--- src/rtl/irq_controller.sv ---
// irq_controller: edge-triggered interrupt collector in front of the core.
// Rising edges on irq_src latch into pending. The lowest-numbered source that
// is both pending and enabled is offered to the core on interrupt/irq_id and
// then tracked as in service until the core signals end-of-interrupt.
//
// Build option: define IRQ_SYNC_EN to pass each irq_src bit through a two-flop
// synchronizer before edge detection. This allows asynchronous sources and
// adds two cycles of latency. Without it, irq_src must be synchronous to clk.
//
// state   | meaning
// --------+--------------------------------------------------------------
// S_IDLE  | no request outstanding; waiting for an enabled pending source
// S_REQ   | interrupt raised for irq_id; waiting for irq_ack
// S_ACTIVE| handler running for irq_id; waiting for irq_eoi
module irq_controller #(
  parameter int NUM_IRQ = 8,
  parameter int ID_W    = 3
) (
  input  logic               clk,
  input  logic               rst,
  input  logic [NUM_IRQ-1:0] irq_src,
  input  logic               mask_we,
  input  logic [NUM_IRQ-1:0] mask_wdata,
  input  logic               irq_ack,
  input  logic               irq_eoi,
  output logic               interrupt,
  output logic [ID_W-1:0]    irq_id,
  output logic               in_service,
  output logic [NUM_IRQ-1:0] pending,
  output logic [NUM_IRQ-1:0] mask
);

  // The encoding puts REQ and ACTIVE on separate bits, so interrupt and
  // in_service come straight from a state flop.
  typedef enum logic [1:0] {
    S_IDLE   = 2'b00,
    S_REQ    = 2'b01,
    S_ACTIVE = 2'b10
  } state_t;

  state_t state;
  state_t state_nxt;

  logic [NUM_IRQ-1:0] src_lvl;
  logic [NUM_IRQ-1:0] src_prev;
  logic [NUM_IRQ-1:0] rise;
  logic [NUM_IRQ-1:0] enabled;
  logic [NUM_IRQ-1:0] clr_vec;
  logic               any_enabled;
  logic [ID_W-1:0]    win_id;
  logic               ack_take;

`ifdef IRQ_SYNC_EN
  logic [NUM_IRQ-1:0] sync_q1;
  logic [NUM_IRQ-1:0] sync_q2;

  // Two-flop synchronizer for each request line.
  always_ff @(posedge clk or negedge rst) begin
    if (!rst) begin
      sync_q1 <= '0;
      sync_q2 <= '0;
    end else begin
      sync_q1 <= irq_src;
      sync_q2 <= sync_q1;
    end
  end

  assign src_lvl = sync_q2;
`else
  assign src_lvl = irq_src;
`endif

  // Previous level of each source, used for rising-edge detection.
  always_ff @(posedge clk or negedge rst) begin
    if (!rst) begin
      src_prev <= '0;
    end else begin
      src_prev <= src_lvl;
    end
  end

  assign rise        = src_lvl & ~src_prev;
  assign enabled     = pending & mask;
  assign any_enabled = |enabled;
  assign ack_take    = (state == S_REQ) && irq_ack;

  // Priority select: scan from the top down so the lowest enabled index wins.
  always_comb begin
    win_id = '0;
    for (int i = NUM_IRQ - 1; i >= 0; i--) begin
      if (enabled[i]) begin
        win_id = ID_W'(i);
      end
    end
  end

  // One-hot clear of the acknowledged source.
  always_comb begin
    clr_vec = '0;
    if (ack_take) begin
      clr_vec[irq_id] = 1'b1;
    end
  end

  // Pending register. A new edge wins over a same-cycle acknowledge clear.
  always_ff @(posedge clk or negedge rst) begin
    if (!rst) begin
      pending <= '0;
    end else begin
      pending <= (pending & ~clr_vec) | rise;
    end
  end

  // Software-written enable mask.
  always_ff @(posedge clk or negedge rst) begin
    if (!rst) begin
      mask <= '0;
    end else if (mask_we) begin
      mask <= mask_wdata;
    end
  end

  // Latch the winner when leaving IDLE; held through REQ and ACTIVE.
  always_ff @(posedge clk or negedge rst) begin
    if (!rst) begin
      irq_id <= '0;
    end else if ((state == S_IDLE) && any_enabled) begin
      irq_id <= win_id;
    end
  end

  // FSM state register.
  always_ff @(posedge clk or negedge rst) begin
    if (!rst) begin
      state <= S_IDLE;
    end else begin
      state <= state_nxt;
    end
  end

  // FSM next-state logic. Mask changes in REQ do not retract the request.
  always_comb begin
    state_nxt = state;
    case (state)
      S_IDLE:   if (any_enabled) state_nxt = S_REQ;
      S_REQ:    if (irq_ack)     state_nxt = S_ACTIVE;
      S_ACTIVE: if (irq_eoi)     state_nxt = S_IDLE;
      default:                   state_nxt = S_IDLE;
    endcase
  end

  // FSM outputs, taken directly from the state flops.
  always_comb begin
    interrupt  = state[0];
    in_service = state[1];
  end

endmodule

--- config.mk ---
export PLATFORM = sky130hd
export DESIGN_NAME = irq_controller
export DESIGN_NICKNAME = d
export VERILOG_FILES = /design/src/rtl/irq_controller.sv
export SDC_FILE = /design/constraint.sdc
export NUM_CORES = 1
export LEC_CHECK = 0
export CAP_MARGIN = 20
export CORE_UTILIZATION = 46
export CTS_CLUSTER_SIZE = 16
export DETAILED_ROUTE_END_ITERATION = 10
export PLACE_DENSITY = 0.91
export SLEW_MARGIN = 20
export SYNTH_ARGS = -nofsm -noshare
export SYNTH_HDL_FRONTEND = slang
export SYNTH_SLANG_ARGS = --single-unit
--- constraint.sdc ---
create_clock -name clk -period 2.3 [get_ports clk]
set_input_delay 0.345 -clock clk [delete_from_list [all_inputs] [get_ports clk]]
set_output_delay 0.345 -clock clk [all_outputs]
set_load 0.03 [all_outputs]
==> results.yml <==
clock_network:
  cts_max_level: 2
  root_buffer: "clkbuf_4"
  cts_resized: 0
  clkTransAtPathRegs_ns: 0.09
  insertion_delay_ns: 0.33
  numCtsBuffers: 5
  ctsLongestPathBuffers: 2
  tritoncts: "done"
  postCtsSetupRepairBufs: 0
  cts.sinks: 29
  holdBufCountCts: 0
synthesis:
  yosysTopAreaCell: "dfrtp_1"
  ys_warn_count: 0
  syn_area_per_cell_um2: 11.67
  ys_types: 22
  yosys-top-cells-area: "dfrtp_1 (63%), mux2_2 (7.9%), o21ai_0 (6.1%), nand2_1 (3.6%), inv_1 (3.0%)"
  synth_top_area_share: 0.6346
  ys_seq_area_frac: 0.6346
  ys_ff_latch: 29
  syn_inst: 98
  syn_area_um2: 1144
  syn_nets: 119
setup_path:
  cp_slowest_cell: "clkdlybuf4s50_1"
  worst-r2r-setup-slack_ns: 0.97
  worst-setup-path-type: "flop to output pin"
  path_depth: 1
  rr_startpoint: "pending[2]"
  cp.arrival_ns: 1.54
  crit_path_end: "irq_id[2]"
  startpoint: "irq_id[2]"
  cp_num_buf_inv: 1
  crit_family: "buffers and inverters"
  cp-start-kind: "flop"
  cp_max_fo: 7
  rr_worst_depth: 4
  regToRegEndpoint: "state[0]"
  slowest_delay_ns: 0.72
  critPathRequiredTime_ns: 1.96
  worstPathCellList: "clkdlybuf4s50_1"
  critPathCaptureType: "output pin"
floorplanning:
  die_width_um: 51.86
  start_util: 0.5025
  fp.dieH_um: 51.86
  dieArea_um2: 2689
  placementRows: 17
  io_pins: 42
  fp.coreArea_um2: 2276
timing:
  finalWorstSetupSlack_ns: 0.4144
  finClkSkew_ns: 0.008259
  fmax_mhz: 530.3
  fin_crit_ns: 1.886
  rsz0062_at_grt: "no"
  fin_setup_tns_ns: 0
  finalMaxSlewViolations: 0
  worstMarginPinSlew_ns: 0.3587
  setup_violations: 0
  slew-limit-headroom: 0.7609
  hold_viol: 0
  post-route-period-util: 0.8198
  fin_hold_ws_ns: 0.3814
route:
  drt_wl_total_um: 2599
  drt_iter0_drc: 22
  ant_nets: 0
  via_per_inst: 5.509
  drtPass1Iterations: 4
  dr_total_vias: 964
  drc: 0
  wl_per_cell_um: 14.85
pwr:
  cellPowerDensity_nw_per_um2: 1093
  peakVddDrop_mv: 0.7763
  p_leak_nw: 0.7057
  power_mw: 1.816
layout:
  final_common_cell: "clkdlybuf4s50_1"
  diodes: 0
  nets: 167
  mostFrequentLayoutCells: "clkdlybuf4s50_1 (41), dfrtp_1 (29), o21ai_0 (14)"
  synthToLayoutAreaGrowth_pct: 45.30
  drive_gt1_frac: 0.1293
  design_area_um2: 1662
flow_run:
  maxCapViolations: 0
status:
  outcome: "completed"
global_routing:
  grt_pass1_wl_um: 4146
  grt_use_total: 0.2252
  antenna_found_initial: 0
  grt_pass1_vias: 981
  grt_max_degree: 30
  overflow: 0
placement:
  hpwl_um: 1901
  portBuffers: 41
  gp_congestion: 0.8052
  pre_cts_ws_ns: 0.6185
  postPlaceCellArea_um2: 1592
hold_path:
  min_path_type: "input port to async pin"
[cell families after synthesis]
| kind of cell | after synthesis | share of synthesized area |
|---|---|---|
| simple gates | 21 | 0.08862 |
| mux | 8 | 0.07878 |
| flops | 29 | 0.6346 |
| compound gates | 30 | 0.1641 |
| buf+inv | 10 | 0.03391 |
[synthesized netlist by cell type]
cell type,number
a211oi_1,1
dfrtp_1,29
a21oi_1,4
o21ai_0,14
mux2_2,8
nand2_1,11
nor2_1,3
nand4b_1,1
or2_4,1
a32o_1,2
nand3b_1,1
buf_2,1
o21ai_1,1
o31ai_2,1
o31ai_1,1
inv_1,9
nand3_1,1
a22oi_1,4
o2bb2ai_1,1
a31oi_1,1
nand4_1,1
nand2b_1,2
[registers in the layout, indices dropped and copies added (netlist names)]
name	flops
pending	8
mask	8
irq_id	3
src_prev	8
state	2
[cell type report]
type | instances | area [um^2]
clock buffers | 7 | 65.06
multi-input cells | 59 | 379.1
well taps | 28 | 35.03
clock inverters | 1 | 5.005
inverters | 9 | 33.78
flip-flops and latches | 29 | 725.7
fillers | 151 | 614.3
repair buffers | 42 | 417.9
[routing by layer]
| metal | part of all wire | vias up | track usage |
|---|---|---|---|
| li1 | - | 447 | - |
| met2 | 0.50 | 47 | 0.3803 |
| met4 | 0.021 | 0 | 0.09910 |
| met5 | 0 | - | 0 |
| met1 | 0.41 | 463 | 0.2485 |
| met3 | 0.069 | 7 | 0.08772 |
[through the flow]
step,instances,util
2_1_floorplan,98,-
3_3_place_gp,167,0.6993
3_5_place_dp,167,0.6993
4_1_cts,175,0.7301
5_1_grt,175,0.7301
6_report,175,0.7301
[worst min path at each step]
stage | from | end | slack, ns
floorplan | rst | irq_id[0] | 0.05
global placement | src_prev[0] | pending[0] | 0.40
detailed placement | src_prev[0] | pending[0] | 0.40
CTS | rst | pending[5] | 0.39
global route | src_prev[0] | pending[0] | 0.43
finish | rst | pending[3] | 0.38
[where the power goes]
group	switching, mW	internal, mW
Combinational	0.393	0.312
Clock	0.173	0.177
Sequential	0.145	0.617
(Power assumes the default switching activity.)
